==> config.mk <==
export PLATFORM = sky130hd
export DESIGN_NAME = key_debounce_pulse_flat
export DESIGN_NICKNAME = d
export VERILOG_FILES = /design/src/rtl/key_debounce_pkg.sv /design/src/rtl/key_debounce_pulse_if.sv /design/src/rtl/key_debounce_channel.sv /design/src/rtl/key_debounce_pulse.sv /design/src/flat_wrapper.sv
export SDC_FILE = /design/constraint.sdc
export NUM_CORES = 1
export LEC_CHECK = 0
export CELL_PAD_IN_SITES_DETAIL_PLACEMENT = 1
export CELL_PAD_IN_SITES_GLOBAL_PLACEMENT = 2
export CORE_MARGIN = 4
export CORE_UTILIZATION = 41
export DETAILED_ROUTE_END_ITERATION = 12
export GPL_ROUTABILITY_DRIVEN = 0
export PLACE_DENSITY_LB_ADDON = 0.1
export SLEW_MARGIN = 20
export SYNTH_ARGS = -nofsm -noshare
export SYNTH_HDL_FRONTEND = slang
export SYNTH_SLANG_ARGS = --single-unit
==> constraint.sdc <==
create_clock -name clk -period 3.95 [get_ports clk]
set_input_delay 0.5925 -clock clk [delete_from_list [all_inputs] [get_ports clk]]
set_output_delay 0.5925 -clock clk [all_outputs]
set_load 0.05 [all_outputs]
==> src/rtl/key_debounce_pkg.sv <==
`default_nettype none
// ============================================================================
// Module      : key_debounce_pkg
// Description : Shared types and constants for the push-button debouncer.
//               deb_state_t is the per-channel FSM state; KEY_RELEASED is
//               the synchroniser reset value (active-low key, not pressed).
// Revision    : 1.0 - initial release
// ============================================================================
package key_debounce_pkg;

    typedef enum logic [2:0] {
        ARMING    = 3'd0,
        UP        = 3'd1,
        WAIT_DOWN = 3'd2,
        DOWN      = 3'd3,
        WAIT_UP   = 3'd4
    } deb_state_t;

    localparam logic KEY_RELEASED = 1'b1;

endpackage
`default_nettype wire

==> src/rtl/key_debounce_pulse_if.sv <==
`default_nettype none
// ============================================================================
// Module      : key_debounce_pulse_if
// Description : Key bundle between the board buttons and the debouncer.
//               i_key_n   : raw active-low buttons (0 = pressed)
//               o_level   : debounced state (1 = pressed)
//               o_press   : one-cycle pulse on an accepted press
//               o_release : one-cycle pulse on an accepted release
//               master = stimulus / board side, slave = debouncer side.
// Revision    : 1.0 - initial release
// ============================================================================
interface key_debounce_pulse_if #(
    parameter int N_KEYS = 3
);
    logic [N_KEYS-1:0] i_key_n;
    logic [N_KEYS-1:0] o_level;
    logic [N_KEYS-1:0] o_press;
    logic [N_KEYS-1:0] o_release;

    modport master (
        output i_key_n,
        input  o_level,
        input  o_press,
        input  o_release
    );

    modport slave (
        input  i_key_n,
        output o_level,
        output o_press,
        output o_release
    );
endinterface
`default_nettype wire

==> src/rtl/key_debounce_channel.sv <==
`default_nettype none
// ============================================================================
// Module      : key_debounce_channel
// Description : One debounced key: 2-flop synchroniser, stability counter,
//               5-state FSM and registered level / press / release outputs.
//   clk       : system clock
//   rst_n     : synchronous active-low reset
//   i_key_n   : raw asynchronous button, 0 = pressed
//   o_level   : debounced level, 1 = pressed
//   o_press   : one-cycle pulse after an accepted press
//   o_release : one-cycle pulse after an accepted release
// Revision    : 1.0 - initial release
// ============================================================================
module key_debounce_channel
    import key_debounce_pkg::*;
#(
    parameter int DEBOUNCE_CYCLES = 1000000
) (
    input  logic clk,
    input  logic rst_n,
    input  logic i_key_n,
    output logic o_level,
    output logic o_press,
    output logic o_release
);

    localparam int              CNT_W      = $clog2(DEBOUNCE_CYCLES + 1);
    localparam logic [CNT_W-1:0] c_CNT_LAST = CNT_W'(DEBOUNCE_CYCLES - 1);
    localparam logic [CNT_W-1:0] c_CNT_ONE  = CNT_W'(1);

    logic [1:0]       sync_q;
    logic             w_pressed;
    deb_state_t       state_q;
    logic [CNT_W-1:0] cnt_q;
    logic             level_q;
    logic             press_q;
    logic             release_q;

    always_ff @(posedge clk) begin
        if (!rst_n) begin
            sync_q <= {2{KEY_RELEASED}};
        end else begin
            sync_q <= {sync_q[0], i_key_n};
        end
    end

    assign w_pressed = ~sync_q[1];

    // The transition sample into WAIT_* counts as the first stable sample,
    // which is why the counter is loaded with 1 there rather than 0.
    always_ff @(posedge clk) begin
        if (!rst_n) begin
            state_q   <= ARMING;
            cnt_q     <= '0;
            level_q   <= 1'b0;
            press_q   <= 1'b0;
            release_q <= 1'b0;
        end else begin
            press_q   <= 1'b0;
            release_q <= 1'b0;
            case (state_q)
                // A key held through reset must first be seen released for
                // a full debounce window before any press can be accepted.
                ARMING: begin
                    if (w_pressed) begin
                        cnt_q <= '0;
                    end else if (cnt_q == c_CNT_LAST) begin
                        state_q <= UP;
                        cnt_q   <= '0;
                    end else begin
                        cnt_q <= cnt_q + c_CNT_ONE;
                    end
                end
                UP: begin
                    if (w_pressed) begin
                        state_q <= WAIT_DOWN;
                        cnt_q   <= c_CNT_ONE;
                    end else begin
                        cnt_q <= '0;
                    end
                end
                WAIT_DOWN: begin
                    if (!w_pressed) begin
                        state_q <= UP;
                        cnt_q   <= '0;
                    end else if (cnt_q == c_CNT_LAST) begin
                        state_q <= DOWN;
                        cnt_q   <= '0;
                        level_q <= 1'b1;
                        press_q <= 1'b1;
                    end else begin
                        cnt_q <= cnt_q + c_CNT_ONE;
                    end
                end
                DOWN: begin
                    if (!w_pressed) begin
                        state_q <= WAIT_UP;
                        cnt_q   <= c_CNT_ONE;
                    end else begin
                        cnt_q <= '0;
                    end
                end
                WAIT_UP: begin
                    if (w_pressed) begin
                        state_q <= DOWN;
                        cnt_q   <= '0;
                    end else if (cnt_q == c_CNT_LAST) begin
                        state_q   <= UP;
                        cnt_q     <= '0;
                        level_q   <= 1'b0;
                        release_q <= 1'b1;
                    end else begin
                        cnt_q <= cnt_q + c_CNT_ONE;
                    end
                end
                default: begin
                    state_q <= ARMING;
                    cnt_q   <= '0;
                    level_q <= 1'b0;
                end
            endcase
        end
    end

    assign o_level   = level_q;
    assign o_press   = press_q;
    assign o_release = release_q;

endmodule
`default_nettype wire

==> src/rtl/key_debounce_pulse.sv <==
`default_nettype none
// ============================================================================
// Module      : key_debounce_pulse
// Description : N_KEYS independent push-button debouncers producing clean
//               levels and single-cycle press / release pulses.
//   clk   : system clock
//   rst_n : synchronous active-low reset
//   bus   : key bundle (slave) - i_key_n in; o_level, o_press, o_release out
//   DEBOUNCE_CYCLES must be >= 2.
// Revision    : 1.0 - initial release
// ============================================================================
module key_debounce_pulse
    import key_debounce_pkg::*;
#(
    parameter int N_KEYS          = 3,
    parameter int DEBOUNCE_CYCLES = 1000000
) (
    input  logic                  clk,
    input  logic                  rst_n,
    key_debounce_pulse_if.slave   bus
);

    logic [N_KEYS-1:0] w_level;
    logic [N_KEYS-1:0] w_press;
    logic [N_KEYS-1:0] w_release;

    generate
        for (genvar g = 0; g < N_KEYS; g++) begin : g_chan
            key_debounce_channel #(
                .DEBOUNCE_CYCLES (DEBOUNCE_CYCLES)
            ) u_chan (
                .clk       (clk),
                .rst_n     (rst_n),
                .i_key_n   (bus.i_key_n[g]),
                .o_level   (w_level[g]),
                .o_press   (w_press[g]),
                .o_release (w_release[g])
            );
        end
    endgenerate

    assign bus.o_level   = w_level;
    assign bus.o_press   = w_press;
    assign bus.o_release = w_release;

endmodule
`default_nettype wire

==> src/flat_wrapper.sv <==
// flat-port wrapper written by rule: the top's interface ports become plain ports
module key_debounce_pulse_flat import key_debounce_pkg::*;
#(
    parameter int N_KEYS          = 3,
    parameter int DEBOUNCE_CYCLES = 1000000
)
  (clk, rst_n, bus_i_key_n, bus_o_level, bus_o_press, bus_o_release);
  key_debounce_pulse_if #(.N_KEYS(N_KEYS)) bus_i ();
  input  logic clk;
  input  logic rst_n;
  input wire logic [$bits(bus_i.i_key_n)-1:0] bus_i_key_n;
  output wire logic [$bits(bus_i.o_level)-1:0] bus_o_level;
  output wire logic [$bits(bus_i.o_press)-1:0] bus_o_press;
  output wire logic [$bits(bus_i.o_release)-1:0] bus_o_release;
  assign bus_i.i_key_n = bus_i_key_n;
  assign bus_o_level = bus_i.o_level;
  assign bus_o_press = bus_i.o_press;
  assign bus_o_release = bus_i.o_release;
  key_debounce_pulse #(.N_KEYS(N_KEYS), .DEBOUNCE_CYCLES(DEBOUNCE_CYCLES)) u_core (.clk(clk), .rst_n(rst_n), .bus(bus_i));
endmodule
==> metrics.cfg <==
[grt]
grt_pass1_vias = 3174
grt.overflow.total = 0
antenna_found_initial = 0
grt_pass1_wl_um = 15100
grt_use_total_pct = 16.0
grt_max_degree = 20

[yosys]
synthCells = 452
synth.yosys.warnings = 0
synth_async_sr_flop_share_pct = 0
synth_fp_nets = 460
yosysSeqAreaShare_pct = 43.0
synth_area_per_cell_um2 = 8.66
ys_seq_elements = 84
synth_edf_count = 0
synth_flop_cell = dfxtp_1
synth.distinct_cells = 44
synth_area_um2 = 3920

[clock_network]
cts_resized = 0
holdBufCountCts = 0
cts-buffers-inserted = 9
path_clk_slew_ns = 0.09
cts_buffer_depth = 2
cts_tree = done
insertion_delay_ns = 0.35
cts_setup_buffers = 0
h-tree-depth = 3
cts.sinks = 84
root_buffer = clkbuf_8

[timing]
worst_pin_slew_ns = 0.829
hold_viol = 0
slew_headroom_pct = 44.7
drv_slew = 0
fin_tns_setup_ns = 0
finalSetupViolCount = 0
skew_ns = 0.0196
clock.fmax_mhz = 398
finalCritPeriodShare_pct = 63.6
hold_ws_ns = 0.424
rsz0062_at_grt = false
min_period_ns = 2.51

[power]
p_per_area_nw_per_um2 = 380
vdd_drop_max_mv = 0.186
p_sw_share_pct = 22.8
p_leak_uw = 0.00137
clkPwrFrac_pct = 42.7
p_int_uw = 1260
combPwrFrac_pct = 3.5
power.total_uw = 1630
power_frac_seq_pct = 53.8
p_switching_uw = 371

[worst_setup_path]
crit_path_end_kind = register
rr_startpoint = u_core.g_chan[2].u_chan.cnt_q[6]
worstRegToRegCells = 4
rrSetupSlack_ns = 1.44
worstSetupPathType = reg -> reg
crit_required_ns = 4.15
cp_max_fo = 19
crit_arrival_ns = 2.71
r2r-end = u_core.g_chan[2].u_chan.cnt_q[0]
startpoint_type = register

[job]
cap_violations = 0

[finish]
layout_common_cells = dfxtp_1 (84), nor2_1 (44), a21oi_1 (30)
finalNonFillerCells = 583
syn_to_final_growth_pct = 9.30
fin_nets = 457
final_common_cell = dfxtp_1
fin_util_pct = 46.1
fill_cells = 1122
drive_above_1_share_pct = 6.17
antenna_cells = 0

[detailed_routing]
drt_iter0_drc = 64
routedWlPerCell_um = 14.2
avgViaCountPerCell = 5.38
wl_um = 8290
drc = 0
dr.pass1.iters = 4
vias = 3134
drtAntennaViolNets = 0

[place]
io_buffers = 13
place_inst = 567
hpwlAfterDp_um = 5850

[floorplanning]
rows = 35
die_w_um = 106
initial_core_util_pct = 42.2
core_area_um2 = 9280
io_pins = 14
die_h_um = 106
dieArea_um2 = 11200

[worst_hold_path]
whs_path_depth = 1
hold_start = u_core.g_chan[0].u_chan.sync_q[0]
hold_class = reg -> reg
whs_endpoint = u_core.g_chan[0].u_chan.sync_q[1]

[outcome]
status = finished clean

registers in the layout, summed over array words and instances, names as in the netlist:
| register | cells |
|---|---|
| u_core.g_chan.u_chan.sync_q | 6 |
| u_core.g_chan.u_chan.o_press | 3 |
| u_core.g_chan.u_chan.o_release | 3 |
| u_core.g_chan.u_chan.cnt_q | 60 |
| u_core.g_chan.u_chan.o_level | 3 |
| u_core.g_chan.u_chan.state_q | 9 |
area by class of cell:
cell class / instances / area [um^2] / share of cell area, %
multi-input cells: 333 / 2050 / 47.8
flip-flops and latches: 84 / 1680 / 39.3
well taps: 129 / 161 / 3.77
clock buffers: 11 / 141 / 3.30
repair buffers: 14 / 138 / 3.22
clock inverters: 5 / 83.8 / 1.96
inverters: 7 / 26.3 / 0.614
layer usage:
metal  vias to the layer above  GRT usage, %  wire, um
met4                         0          4.72        93
li1                       1605             -         -
met3                        10          2.57       163
met1                      1497          22.6      4300
met5                         -             0         0
met2                        22          25.3      3730
kinds of logic after synthesis:
| logic type | count (synthesis) | share of synthesized area (%) |
|---|---|---|
| AND/OR/NAND/NOR | 221 | 31.4 |
| flip-flops | 84 | 43.0 |
| AO/OA/AOI/OAI | 69 | 11.0 |
| XOR/XNOR | 40 | 8.95 |
| buffers and inverters | 35 | 4.76 |
| adder cells (fa/ha/maj) | 3 | 0.959 |
how the worst max path moves through the flow:
stage	startpoint	endpoint	slack, ns	depth (start not counted)
after global placement	rst_n	u_core.g_chan[0].u_chan.cnt_q[0]	1.41	6
after global routing	u_core.g_chan[2].u_chan.cnt_q[6]	u_core.g_chan[2].u_chan.cnt_q[0]	1.20	4
after CTS	u_core.g_chan[2].u_chan.cnt_q[6]	u_core.g_chan[2].u_chan.cnt_q[0]	1.41	4
after detailed placement	rst_n	u_core.g_chan[0].u_chan.cnt_q[0]	1.35	6
after floorplan	u_core.g_chan[2].u_chan.cnt_q[6]	u_core.g_chan[2].u_chan.o_level	1.87	5
final	u_core.g_chan[2].u_chan.cnt_q[6]	u_core.g_chan[2].u_chan.cnt_q[0]	1.44	4
cell usage after synthesis, types with 3 or more instances:
master	count	area share, %
nand4_1	17	2.7
xor2_1	20	4.5
nor4_1	6	0.96
or4_1	17	3.3
and3_1	11	1.8
and4_1	5	1.1
buf_4	10	1.9
inv_1	7	0.67
nand3_1	25	3.2
a21oi_1	30	3.8
ha_1	3	0.96
nand2b_1	12	1.9
or3_1	13	2.1
xnor2_1	20	4.5
o21ai_2	3	0.67
nor2_1	44	4.2
or3b_2	4	0.89
clkbuf_1	14	1.3
o31ai_1	8	1.5
o21ai_0	16	2.0
dfxtp_1	84	43
nor2b_1	4	0.64
nand2_1	29	2.8
nor3_1	17	2.2
power groups by stage:
stage	registers (uW)	clock network (uW)	logic, uW
after floorplan	888	0	48.1
after global placement	894	0	58.1
after detailed placement	895	0	58.7
after CTS	875	717	59.4
after global routing	879	753	66.9
final	876	695	57.7
critical path, cell delays in order (launching register included):
cell and delay [ns]:
dfxtp_1 0.36, or4_1 0.51, or4_1 0.64, o21ai_2 0.69, o21ai_0 0.17
per-stage QoR:
| step | cell area (um^2) | worst slack, ns |
|---|---|---|
| finish | 4280 | 1.44 |
| detailed placement | 4050 | 1.35 |
| global placement | 4050 | 1.41 |
| floorplan | 3920 | 1.87 |
| CTS | 4280 | 1.41 |
| global route | 4280 | 1.20 |
Note: power is estimated with default switching activity, not from simulation.
